===== config.mk =====
export PLATFORM = sky130hd
export DESIGN_NAME = fetch_realign_buffer_flat
export DESIGN_NICKNAME = d
export VERILOG_FILES = /design/src/rtl/fetch_realign_buffer_if.sv /design/src/rtl/fetch_realign_buffer.sv /design/src/flat_wrapper.sv
export SDC_FILE = /design/constraint.sdc
export NUM_CORES = 1
export LEC_CHECK = 0
export ABC_AREA = 1
export CORE_MARGIN = 2
export CORE_UTILIZATION = 31
export CTS_BUF_LIST = sky130_fd_sc_hd__clkbuf_4 sky130_fd_sc_hd__clkbuf_8
export CTS_CLUSTER_SIZE = 25
export DETAILED_ROUTE_END_ITERATION = 8
export DONT_BUFFER_PORTS = 1
export SYNTH_ARGS = -nofsm -noshare
export SYNTH_HDL_FRONTEND = slang
export SYNTH_SLANG_ARGS = --single-unit

===== constraint.sdc =====
create_clock -name CLK -period 2.2 [get_ports CLK]
set_input_delay 0.44 -clock CLK [delete_from_list [all_inputs] [get_ports CLK]]
set_output_delay 0.44 -clock CLK [all_outputs]
set_load 0.02 [all_outputs]

===== src/rtl/fetch_realign_buffer_if.sv =====
// -----------------------------------------------------------------------------
// fetch_realign_buffer_if
//
// Bundles the fetch-side and issue-side signals of the fetch realign buffer.
//
//   fetch_word  [31:0]  word-aligned fetched data, little-endian halfwords
//   fetch_valid         fetch_word is valid
//   fetch_ready         buffer accepts fetch_word this cycle
//   redirect            branch/jump/exception redirect, flushes the buffer
//   redirect_pc [31:0]  new PC, halfword aligned
//   inst_ready          downstream consumes the presented instruction
//   inst_valid          a complete instruction is presented
//   inst32      [31:0]  raw instruction (compressed form zero-extended)
//   inst16      [15:0]  head halfword, feeds the decompressor
//   c_ena               presented instruction is compressed
//   inst_pc     [31:0]  PC of the presented instruction
//
// Modports:
//   master : the fetch/issue environment around the buffer
//   slave  : the buffer itself
// -----------------------------------------------------------------------------
interface fetch_realign_buffer_if;
    logic [31:0] fetch_word;
    logic        fetch_valid;
    logic        fetch_ready;
    logic        redirect;
    logic [31:0] redirect_pc;
    logic        inst_ready;
    logic        inst_valid;
    logic [31:0] inst32;
    logic [15:0] inst16;
    logic        c_ena;
    logic [31:0] inst_pc;

    modport master (
        output fetch_word,
        output fetch_valid,
        output redirect,
        output redirect_pc,
        output inst_ready,
        input  fetch_ready,
        input  inst_valid,
        input  inst32,
        input  inst16,
        input  c_ena,
        input  inst_pc
    );

    modport slave (
        input  fetch_word,
        input  fetch_valid,
        input  redirect,
        input  redirect_pc,
        input  inst_ready,
        output fetch_ready,
        output inst_valid,
        output inst32,
        output inst16,
        output c_ena,
        output inst_pc
    );
endinterface


===== src/rtl/fetch_realign_buffer.sv =====
// -----------------------------------------------------------------------------
// fetch_realign_buffer
//
// Realigns a stream of word-aligned fetch data into whole instructions. With
// compressed-instruction support, a 4-entry halfword FIFO lets 16-bit and
// 32-bit instructions sit at any halfword offset, including 32-bit
// instructions that straddle two fetched words. Without it, the buffer holds
// one word and every instruction is 32-bit.
//
// Build option:
//   RV32C_SUPPORT_EN  defined   -> halfword FIFO, compressed decode, drop_low
//                     undefined -> one-word buffer, c_ena tied low,
//                                  redirect_pc[1] ignored
//
// Parameters:
//   RESET_PC  PC of the first instruction after reset
//
// Ports:
//   CLK   sole clock, all state updates on its rising edge
//   nRST  synchronous active-low reset
//   bus   fetch_realign_buffer_if.slave (fetch input, instruction output,
//         redirect)
//
// fetch_ready never depends on inst_ready: it is computed from registered
// occupancy and the redirect input only.
// -----------------------------------------------------------------------------
module fetch_realign_buffer #(
    parameter logic [31:0] RESET_PC = 32'h0000_0200
) (
    input  logic                   CLK,
    input  logic                   nRST,
    fetch_realign_buffer_if.slave  bus
);

    logic        present;   // complete instruction available (inst_valid)
    logic        push;      // fetch word accepted this cycle
    logic        pop;       // presented instruction consumed this cycle
    logic [31:0] pc_reg;
    logic [31:0] pc_next;

`ifdef RV32C_SUPPORT_EN

    localparam int DEPTH = 4;

    logic [15:0] hw_reg  [DEPTH];    // hw_reg[0] is the head halfword
    logic [15:0] hw_next [DEPTH];
    logic [2:0]  count_reg;
    logic [2:0]  count_next;
    logic        drop_low_reg;
    logic        drop_low_next;

    logic        head_compressed;
    logic        room;
    logic [2:0]  pop_n;              // halfwords leaving the head
    logic [2:0]  push_n;             // halfwords entering at the tail
    logic [2:0]  keep;               // old halfwords surviving the pop
    logic [15:0] push_first;         // first halfword appended on a push
    logic        unused_pc_bit;

    // Only the low two bits of the head decide the instruction length.
    assign head_compressed = (count_reg != 3'd0) && (hw_reg[0][1:0] != 2'b11);

    // A push adds at most two halfwords, so two free slots are needed.
    assign room = (count_reg <= 3'd2);

    // A compressed head needs one halfword (always true when count >= 1);
    // a 32-bit head needs both halves, so a straddled instruction waits here.
    assign present = nRST && !bus.redirect && (head_compressed || (count_reg >= 3'd2));

    assign push = nRST && !bus.redirect && room && bus.fetch_valid;
    assign pop  = present && bus.inst_ready;

    assign pop_n  = !pop  ? 3'd0 : (head_compressed ? 3'd1 : 3'd2);
    assign push_n = !push ? 3'd0 : (drop_low_reg    ? 3'd1 : 3'd2);
    assign keep   = count_reg - pop_n;

    // After a redirect to an odd halfword the low half of the first word
    // belongs to the previous path and is skipped.
    assign push_first = drop_low_reg ? bus.fetch_word[31:16] : bus.fetch_word[15:0];

    // Each slot either takes a surviving entry shifted down by pop_n, or one
    // of the halfwords being appended behind the survivors, or clears. Pop
    // and push in the same cycle therefore neither lose nor reorder data.
    genvar gi;
    generate
        for (gi = 0; gi < DEPTH; gi++) begin : g_slot
            localparam logic [2:0] SLOT = 3'(gi);
            logic [1:0] src_idx;
            logic [2:0] push_idx;

            assign src_idx  = 2'(SLOT + pop_n);
            assign push_idx = SLOT - keep;

            assign hw_next[gi] = (SLOT < keep)      ? hw_reg[src_idx] :
                                 (push_idx < push_n) ? ((push_idx == 3'd0) ? push_first
                                                                           : bus.fetch_word[31:16]) :
                                                       16'h0000;
        end
    endgenerate

    // Redirect wins over any push or pop in the same cycle.
    always_comb begin
        count_next    = count_reg - pop_n + push_n;
        drop_low_next = drop_low_reg && !push;
        pc_next       = pc_reg;
        if (pop) begin
            pc_next = pc_reg + (head_compressed ? 32'd2 : 32'd4);
        end
        if (bus.redirect) begin
            count_next    = 3'd0;
            drop_low_next = bus.redirect_pc[1];
            pc_next       = {bus.redirect_pc[31:1], 1'b0};
        end
    end

    always_ff @(posedge CLK) begin
        if (!nRST) begin
            count_reg    <= 3'd0;
            drop_low_reg <= 1'b0;
            pc_reg       <= RESET_PC;
            for (int i = 0; i < DEPTH; i++) begin
                hw_reg[i] <= 16'h0000;
            end
        end else begin
            count_reg    <= count_next;
            drop_low_reg <= drop_low_next;
            pc_reg       <= pc_next;
            for (int i = 0; i < DEPTH; i++) begin
                hw_reg[i] <= bus.redirect ? 16'h0000 : hw_next[i];
            end
        end
    end

    // redirect_pc is halfword aligned; bit 0 carries no information.
    assign unused_pc_bit = bus.redirect_pc[0];

    assign bus.fetch_ready = !nRST || (room && !bus.redirect);
    assign bus.inst_valid  = present;
    assign bus.c_ena       = nRST && head_compressed;
    assign bus.inst16      = nRST ? hw_reg[0] : 16'h0000;
    assign bus.inst32      = !nRST          ? 32'h0000_0000 :
                             head_compressed ? {16'h0000, hw_reg[0]} :
                                               {hw_reg[1], hw_reg[0]};
    assign bus.inst_pc     = pc_reg;

`else

    logic [31:0] word_reg;
    logic [31:0] word_next;
    logic        full_reg;
    logic        full_next;
    logic [1:0]  unused_pc_bits;

    assign present = nRST && !bus.redirect && full_reg;

    // With a single word of storage a new word is taken only when empty;
    // refilling on the cycle of a pop would need inst_ready combinationally.
    assign push = nRST && !bus.redirect && !full_reg && bus.fetch_valid;
    assign pop  = present && bus.inst_ready;

    always_comb begin
        full_next = push || (full_reg && !pop);
        word_next = word_reg;
        pc_next   = pc_reg;
        if (push) begin
            word_next = bus.fetch_word;
        end else if (pop) begin
            word_next = 32'h0000_0000;
        end
        if (pop) begin
            pc_next = pc_reg + 32'd4;
        end
        if (bus.redirect) begin
            full_next = 1'b0;
            word_next = 32'h0000_0000;
            pc_next   = {bus.redirect_pc[31:2], 2'b00};
        end
    end

    always_ff @(posedge CLK) begin
        if (!nRST) begin
            full_reg <= 1'b0;
            word_reg <= 32'h0000_0000;
            pc_reg   <= RESET_PC;
        end else begin
            full_reg <= full_next;
            word_reg <= word_next;
            pc_reg   <= pc_next;
        end
    end

    // Every instruction is word aligned here, so the low PC bits are dropped.
    assign unused_pc_bits = bus.redirect_pc[1:0];

    assign bus.fetch_ready = !nRST || (!full_reg && !bus.redirect);
    assign bus.inst_valid  = present;
    assign bus.c_ena       = 1'b0;
    assign bus.inst16      = nRST ? word_reg[15:0] : 16'h0000;
    assign bus.inst32      = nRST ? word_reg : 32'h0000_0000;
    assign bus.inst_pc     = pc_reg;

`endif

endmodule


===== src/flat_wrapper.sv =====
// flat-port wrapper written by rule: the top's interface ports become plain ports
module fetch_realign_buffer_flat 
#(
    parameter logic [31:0] RESET_PC = 32'h0000_0200
)
  (CLK, nRST, bus_fetch_word, bus_fetch_valid, bus_redirect, bus_redirect_pc, bus_inst_ready, bus_fetch_ready, bus_inst_valid, bus_inst32, bus_inst16, bus_c_ena, bus_inst_pc);
  fetch_realign_buffer_if bus_i ();
  input  logic CLK;
  input  logic nRST;
  input wire logic [$bits(bus_i.fetch_word)-1:0] bus_fetch_word;
  input wire logic [$bits(bus_i.fetch_valid)-1:0] bus_fetch_valid;
  input wire logic [$bits(bus_i.redirect)-1:0] bus_redirect;
  input wire logic [$bits(bus_i.redirect_pc)-1:0] bus_redirect_pc;
  input wire logic [$bits(bus_i.inst_ready)-1:0] bus_inst_ready;
  output wire logic [$bits(bus_i.fetch_ready)-1:0] bus_fetch_ready;
  output wire logic [$bits(bus_i.inst_valid)-1:0] bus_inst_valid;
  output wire logic [$bits(bus_i.inst32)-1:0] bus_inst32;
  output wire logic [$bits(bus_i.inst16)-1:0] bus_inst16;
  output wire logic [$bits(bus_i.c_ena)-1:0] bus_c_ena;
  output wire logic [$bits(bus_i.inst_pc)-1:0] bus_inst_pc;
  assign bus_i.fetch_word = bus_fetch_word;
  assign bus_i.fetch_valid = bus_fetch_valid;
  assign bus_i.redirect = bus_redirect;
  assign bus_i.redirect_pc = bus_redirect_pc;
  assign bus_i.inst_ready = bus_inst_ready;
  assign bus_fetch_ready = bus_i.fetch_ready;
  assign bus_inst_valid = bus_i.inst_valid;
  assign bus_inst32 = bus_i.inst32;
  assign bus_inst16 = bus_i.inst16;
  assign bus_c_ena = bus_i.c_ena;
  assign bus_inst_pc = bus_i.inst_pc;
  fetch_realign_buffer #(.RESET_PC(RESET_PC)) u_core (.CLK(CLK), .nRST(nRST), .bus(bus_i));
endmodule

# Word-level counts from Yosys, hierarchy flattened
# Cells that the tools add are included.
[totals] reg_bits=65 inputBits=69 elab_cells=28
[op_classes] addsub=1 muxes=6 bitwise_logic=1 reduce_logical=16
[ops] operator="$mux 32" count=5
[ops] operator="$add 32x3->32 const B" count=1
[ops] operator="$mux 16" count=1
[ops] operator="$logic_and 1x1->1" count=7
[ops] operator="$logic_not 1->1" count=4
[ops] operator="$reduce_bool 2->1" count=2
[ops] operator="$logic_or 1x1->1" count=2
[ops] operator="$reduce_or 2->1" count=1
[ops] operator="$not 1->1" count=1

# Longest topological paths before layout
# Gate-level depths: netlist of run 1.
[depth] ltp_word=7 mapped_depth=11 ltp_nobuf=10

# Worst setup path before layout of run 1
# No wires, ideal clock.
[synth_timing] path_kind="input to output" start="input bus_redirect" end="output bus_inst_valid" t_arrival_ns=1.370 t_required_ns=1.760 setup_slack_ns=0.390 path_stages=5 path_buffers=2 path_cell_list="inv_1 > clkbuf_1 > buf_2 > nand2_1 > nor2_1"
[synth_via] elab_chain_cells=3
[synth_lines] item="from (decl)" line_no="flat_wrapper.sv:12" rtl="input wire logic [$bits(bus_i.redirect)-1:0] bus_redirect;"
[synth_lines] item="$logic_not 1->1" line_no="fetch_realign_buffer.sv:154" rtl="assign present = nRST && !bus.redirect && full_reg;"
[synth_lines] item="$logic_and 1x1->1 (2 in a row)" line_no="fetch_realign_buffer.sv:154"
[synth_lines] item="to (decl)" line_no="flat_wrapper.sv:16" rtl="output wire logic [$bits(bus_i.inst_valid)-1:0] bus_inst_valid;"
# No other way between the ends.

# Worst setup path in the final report of run 1
[layout_timing] start="register u_core.pc_reg[4], in the netlist u_core.bus.inst_pc[4]" end="register u_core.pc_reg[25], in the netlist u_core.bus.inst_pc[25]"
[layout_via] elab_chain_cells=3
[layout_lines] item="from (decl)" line_no="fetch_realign_buffer.sv:38" rtl="logic [31:0] pc_reg;"
[layout_lines] item="from (signal assigned)" line_no="fetch_realign_buffer.sv:188" rtl="pc_reg <= pc_next;"
[layout_lines] item="$add 32x3->32" line_no="fetch_realign_buffer.sv:171" rtl="pc_next = pc_reg + 32'd4;"
[layout_lines] item="$mux 32" line_no="fetch_realign_buffer.sv:170" rtl="if (pop) begin"
[layout_lines] item="$mux 32" line_no="fetch_realign_buffer.sv:173" rtl="if (bus.redirect) begin"
# No other way between the ends. The select of a mux whose other input is x is not followed.
# A chain may end at the register's enable or synchronous reset.

==> results.md, run 1 <==
* Synth Register Bits at 63
* R2R Setup Slk at 230 ps
* Setup tns final at 0 ps
* Post-Syn Area at 3725 um2
* Yosys top cell area share at 33.86%
* Number of flip-flops under the largest register name at 32
* Maximum VDD drop at 0.0004257 V
* Detailed-route via count at 3806
* P per Cell Area at 627.0 nW/um2
* Overall routed net length at 11000 um
* Initial Utilization at 31.40%
* Fmax at 508.9 MHz
* Min-Delay Path Class: in -> reg
* Vias in the first global route at 3569
* Hold bufs inserted after CTS at 0
* Synth unique cells at 27
* First-pass GRT wire length at 17520 um
* Row count at 40
* R2r worst-path depth at 9
* Top post-synthesis cells by area: dfxtp_1 34%, nand2_1 20%, inv_1 10%
* Port-buffer cells at 0
* H-tree depth at 3
* Post-synthesis area per instance at 5.969 um2
* WP data required at 2430 ps
* Die Y-Extent at 113.6 um
* Total gr overflow at 0
* CTS tree: yes
* Synth async-reset ratio at 0%
* EDFF count, synth at 0
* Clk Latency, worst-skew pair at 360 ps
* Crit path to: u_core.bus.inst_pc[25]
* GRT busiest layer: met2
* Root Buffer: clkbuf_8
* Final setup viols at 0
* Slew at the pin closest to its max-slew limit at 545.1 ps
* R2R Path End: u_core.bus.inst_pc[25]
* Sequential element share of the synthesized area at 33.86%
* Slew HR at 63.38%
* Final Max Tran Viols at 0
* RR Startpoint: u_core.bus.inst_pc[4]
* Layout Cells excl Fill at 765
* Vias per cell at 4.975
* Initial antenna violation count at 1
* Die Area at 12910 um2
* Met3 global-route usage at 6.217%
* Hold_ws at 182.2 ps
* Fillers at 1316
* Cell taking the most area after synthesis: dfxtp_1
* Setup Crit Path Kind: reg -> reg
* Most frequent cells in the layout: 203 x nand2_1, 101 x inv_1, 74 x nor2_1
* Routability cong. at 0.9003
* GR met2 Demand/Resource at 30.18%
* Final min period at 1965 ps
* Syn. warnings at 0
* Clock skew at 11.45 ps
* Final setup margin at 235.0 ps
* Maximum root-to-sink buffer count at 2
* Core Area at 11860 um2
* Final Util at 33.72%
* Share of cells above drive strength 1 at 6.969%
* Setup Buffers After CTS at 0
* Max-Cap Viols at 0
* Met1 Use GR at 19.14%
* Area Overhead vs Synth at 7.390%
* Cts bufs inserted at 9
* Chip Width at 113.6 um
* DRC Markers at 0
* Final net count at 683
* Post-Synthesis Cells at 624
* CP arrival at 2200 ps
* Status: finished, final reports clean
* Post-detail-place hpwl at 8068 um
* Final Hold Vio Count at 0
* Tot GR Track Use at 17.26%
* Commonest non-fill, non-tap cell in the layout: nand2_1
* RSZ-0062 raised after global routing: false
* DRT Pass-1 Iters at 4
* Dpl ws at 369.1 ps
* Clock transition at path regs at 80 ps
* Worst Path Max Fanout at 6
* Critical path origin: u_core.bus.inst_pc[4]
* Io pins at 152
* Largest net degree at the start of global routing at 49
* WL/cell at 14.38 um
* # clock sinks at 63
* 1st-iter DRT viols at 173
* Period utilization at 89.32%
* Cts repair resizes at 0
* Lkg Pwr at 0.001869 uW
* Setup crit start kind: flip-flop
* Capturing element type of the critical path: flip-flop
* Ys flop type: dfxtp_1
* Placed cells at 749
* Detail Route Antenna Nets at 0
[cell type report]
type | count | area (um2) | area share [%]
Multi-Input combinational cell | 414 | 1829 | 45.73
Timing Repair Buffer | 22 | 165.2 | 4.129
Sequential cell | 63 | 1261 | 31.53
Clock inverter | 6 | 47.55 | 1.189
Tap cell | 147 | 183.9 | 4.598
Clock buffer | 9 | 123.9 | 3.097
Inverter | 103 | 386.6 | 9.665
Antenna cell | 1 | 2.502 | 0.06256
[cells in the mapped netlist (all sizes together) (2+ instances only)]
master    n
o211ai    7
inv     103
clkbuf   17
o22ai    32
buf      29
nand3    52
nand4     2
a31oi     5
nand2   203
nor2     77
a21oi    14
o21ai     7
dfxtp    63
nor3      6
[power breakdown]
part | total [uW] | internal [uW] | switching [uW]
clock | 921 | 407 | 514
combinational | 308 | 102 | 206
sequential | 1280 | 1200 | 82.7
total | 2510 | 1710 | 802
[critical path: stages, from the launching register on]
cell and delay, ps:
dfxtp_1 560, inv_1 100, nor2_2 230, nand2_1 170, nor2_1 370, nand2_1 130
nand2_1 80, nand3_1 70, nand2_1 80, a21oi_1 60
[cells by family (layout without fill, tap and decap cells)]
logic type	count (synthesis)	after routing	synth area share, %
AND/OR/NAND/NOR	342	342	37.39
buffers and inverters	149	140	17.23
AO/OA/AOI/OAI	67	67	10.85
flip-flops	63	63	33.86
adder cells (fa/ha/maj)	1	1	0.3359
other	1	4	0.1007
XOR/XNOR	1	1	0.2352
[routing by layer]
layer  routed length, um  part of all wire (%)
met1                4422                    40
met2                5387                    49
met3                 916                   8.3
met4                 276                   2.5
met5                   0                     0
[metrics by stage]
stage	cell area (um2)	power, uW
after global placement	3826	1606
after global routing	3998	2648
after CTS	3998	2548
final	4000	2508
after detailed placement	3826	1616
after floorplan	3732	1552
[worst min path at each step]
stage	depth (start not counted)	end	slack (ps)	from
finish	1	u_core.full_reg	180	bus_inst_ready
global route	1	u_core.full_reg	170	bus_inst_ready
CTS	1	u_core.full_reg	160	bus_inst_ready
detailed placement	2	u_core.word_reg[10]	470	u_core.word_reg[10]
global placement	2	u_core.word_reg[5]	470	u_core.word_reg[5]
floorplan	2	u_core.word_reg[3]	460	u_core.word_reg[3]
Note: power is estimated with default switching activity, not from simulation.
==> inputs of run 2 (changes only) <==
--- a/config.mk
+++ b/config.mk
@@ -8,7 +8,7 @@
 export ABC_AREA = 1
 export CORE_MARGIN = 2
 export CORE_UTILIZATION = 31
-export CTS_BUF_LIST = sky130_fd_sc_hd__clkbuf_4 sky130_fd_sc_hd__clkbuf_8
+export CTS_BUF_LIST = sky130_fd_sc_hd__clkbuf_8
 export CTS_CLUSTER_SIZE = 25
 export DETAILED_ROUTE_END_ITERATION = 8
 export DONT_BUFFER_PORTS = 1
==> results of run 2 <==
Same layout as run 1: the final DEF is identical, and so are final timing and power.
==> inputs of run 3 (changes only) <==
==> constraint.sdc (replaced) <==
create_clock -name CLK -period 1.9 [get_ports CLK]
set_input_delay 0.38 -clock CLK [delete_from_list [all_inputs] [get_ports CLK]]
set_output_delay 0.38 -clock CLK [all_outputs]
set_load 0.02 [all_outputs]
==> results.md, run 3 (synthesis results as in run 1) <==
* Status: finished, final reports clean (unchanged)
* Initial Utilization at 31.40% (unchanged)
* Io pins at 152 (unchanged)
* Total gr overflow at 0 (unchanged)
* First-pass GRT wire length at 17980 um (was 17520 um)
* CP max stage cell: dfxtp_1 (unchanged)
* 1st-iter DRT viols at 154 (was 173)
* Worst Path Max Fanout at 5 (was 6)
* Die Y-Extent at 113.6 um (unchanged)
* Cell mode on critical path: nand2_1 (unchanged)
* WP data required at 2170 ps (was 2430 ps)
* Period utilization at 89.59% (was 89.32%)
* Setup tns final at 0 ps (unchanged)
* P per Cell Area at 757.2 nW/um2 (was 627.0 nW/um2)
* Root Buffer: clkbuf_8 (unchanged)
* Lkg Pwr at 0.001995 uW (was 0.001869 uW)
* Final min period at 1702 ps (was 1965 ps)
* Chip Width at 113.6 um (unchanged)
* Slew HR at 66.04% (was 63.38%)
* Critical path origin: u_core.bus.inst_pc[3] (was u_core.bus.inst_pc[4])
* Hold_ws at 138.1 ps (was 182.2 ps)
* Max-Cap Viols at 0 (unchanged)
* CP arrival at 1970 ps (was 2200 ps)
* WL/cell at 14.00 um (was 14.38 um)
* Hold path start: nRST (was bus_inst_ready)
* Row count at 40 (unchanged)
* Fillers at 1308 (was 1316)
* Vias per cell at 4.922 (was 4.975)
* Switch share at 27.61% (was 31.99%)
* Clock transition at path regs at 80 ps (about the same)
* Number of flip-flops under the largest register name at 32 (unchanged)
* Slew at the pin closest to its max-slew limit at 508.7 ps (was 545.1 ps)
* Detailed-route via count at 3844 (was 3806)
* Worst path max stage delay at 340 ps (was 560 ps)
* Clock share of power at 40.9% (was 36.7%)
* H-tree depth at 3 (unchanged)
* Maximum root-to-sink buffer count at 2 (unchanged)
* Placed instance area at 3959 um2 (was 3826 um2)
* Logic pwr share at 13.4% (was 12.3%)
* Most frequent cells in the layout: 203 x nand2_1, 102 x inv_1, 74 x nor2_1 (was 203 x nand2_1, 101 x inv_1, 74 x nor2_1)
* Final Max Tran Viols at 0 (unchanged)
* Die Area at 12910 um2 (unchanged)
* Vias in the first global route at 3736 (was 3569)
* Routability cong. at 0.9037 (was 0.9003)
* Share of cells above drive strength 1 at 9.163% (was 6.969%)
* CTS tree: yes (unchanged)
* Detail Route Antenna Nets at 0 (unchanged)
* Min-Delay Path Class: in -> reg (unchanged)
* Clk Latency, worst-skew pair at 340 ps (was 360 ps)
* RSZ-0062 raised after global routing: false (unchanged)
* Cell area after layout at 4178 um2 (was 4000 um2)
* RR Startpoint: u_core.bus.inst_pc[3] (was u_core.bus.inst_pc[4])
* Post-detail-place hpwl at 8102 um (was 8068 um)
* Fmax at 587.5 MHz (was 508.9 MHz)
* # clock sinks at 63 (unchanged)
* Cts bufs inserted at 9 (unchanged)
* DRC Markers at 0 (unchanged)
* Capturing element type of the critical path: flip-flop (unchanged)
* Final net count at 699 (was 683)
* Maximum VDD drop at 0.0002966 V (was 0.0004257 V)
* Final Hold Vio Count at 0 (unchanged)
* Clock skew at 11.31 ps (was 11.45 ps)
* Internal Power at 2290 uW (was 1706 uW)
* Crit-path cells: ha_1 > nand2_1 > nor2_1 > nand2_1 > nor2_1 > nand3_1 > nand3_1 > nand2_1 > a21oi_1 (was inv_1 > nor2_2 > nand2_1 > nor2_1 > nand2_1 > nand2_1 > nand3_1 > nand2_1 > a21oi_1)
* DRT Pass-1 Iters at 4 (unchanged)
* Port-buffer cells at 0 (unchanged)
* Initial antenna violation count at 1 (unchanged)
* Overall routed net length at 10930 um (was 11000 um)
* Seq pwr share at 45.7% (was 51.0%)
* Final setup viols at 0 (unchanged)
* Largest net degree at the start of global routing at 49 (unchanged)
* Setup crit start kind: flip-flop (unchanged)
* Core Area at 11860 um2 (unchanged)
* Setup Crit Path Kind: reg -> reg (unchanged)
* Commonest non-fill, non-tap cell in the layout: nand2_1 (unchanged)
* Area Overhead vs Synth at 12.16% (was 7.390%)
* Switching pwr at 873.3 uW (was 802.3 uW)
* Tot GR Track Use at 17.52% (was 17.26%)
* Hold bufs inserted after CTS at 0 (unchanged)
run 3: power groups by stage:
stage | Combinational [uW] | Clock, uW | Sequential (uW)
6_report | 425 | 1290 | 1450
2_1_floorplan | 282 | 0 | 1520
3_5_place_dp | 429 | 0 | 1470
5_1_grt | 478 | 1400 | 1460
4_1_cts | 430 | 1330 | 1440
3_3_place_gp | 420 | 0 | 1470
run 3: per-stage QoR:
| step | util (%) | setup slack (ps) | total power (uW) | cells |
|---|---|---|---|---|
| global placement | 33.38 | 219.8 | 1891 | 765 |
| global route | 35.20 | 8.517 | 3333 | 780 |
| detailed placement | 33.38 | 194.4 | 1903 | 765 |
| floorplan | - | 210.5 | 1797 | 626 |
| finish | 35.22 | 197.9 | 3164 | 781 |
| CTS | 35.16 | 169.9 | 3209 | 780 |
run 3: worst paths after layout:
path | to | slack [ps] | depth (start not counted)
hold / removal | u_core.bus.inst_pc[16] | 140 | 2
setup reg to reg | u_core.bus.inst_pc[22] | 200 | 9
setup / recovery | u_core.bus.inst_pc[22] | 200 | 9
hold reg to reg | u_core.word_reg[31] | 480 | 2
run 3: area by class of cell:
cell class | instances | area [um2] | area share (%)
antenna | 1 | 2.502 | 0.05990
timing repair buffer | 38 | 297.8 | 7.128
sequential | 63 | 1261 | 30.19
inverter | 103 | 386.6 | 9.254
clock buffer | 10 | 137.6 | 3.294
clock inverter | 5 | 73.82 | 1.767
multi-input combinational | 414 | 1834 | 43.91
tap | 147 | 183.9 | 4.403
run 3: worst max-delay path: cells and delay by family, from the launching register on:
kind            cells  cell delay [ps]
flops               1              340
compound gates      1              120
fa+ha+maj           1              190
simple gates        7              970
run 3: repair_timing:
action                                  4_1_cts  5_1_grt
endpoints found under the setup margin        0        2
setup buffers                                 0        0
resized for setup                             0        1
run 3: per-layer routing:
metal  vias up  track usage (%)  part of all wire, %
met1      1749            20.55                   42
met5         -                0                    0
met2       150            30.42                   48
li1       1928                -                    -
met4         0            6.179                  1.9
met3        17            5.260                  7.8
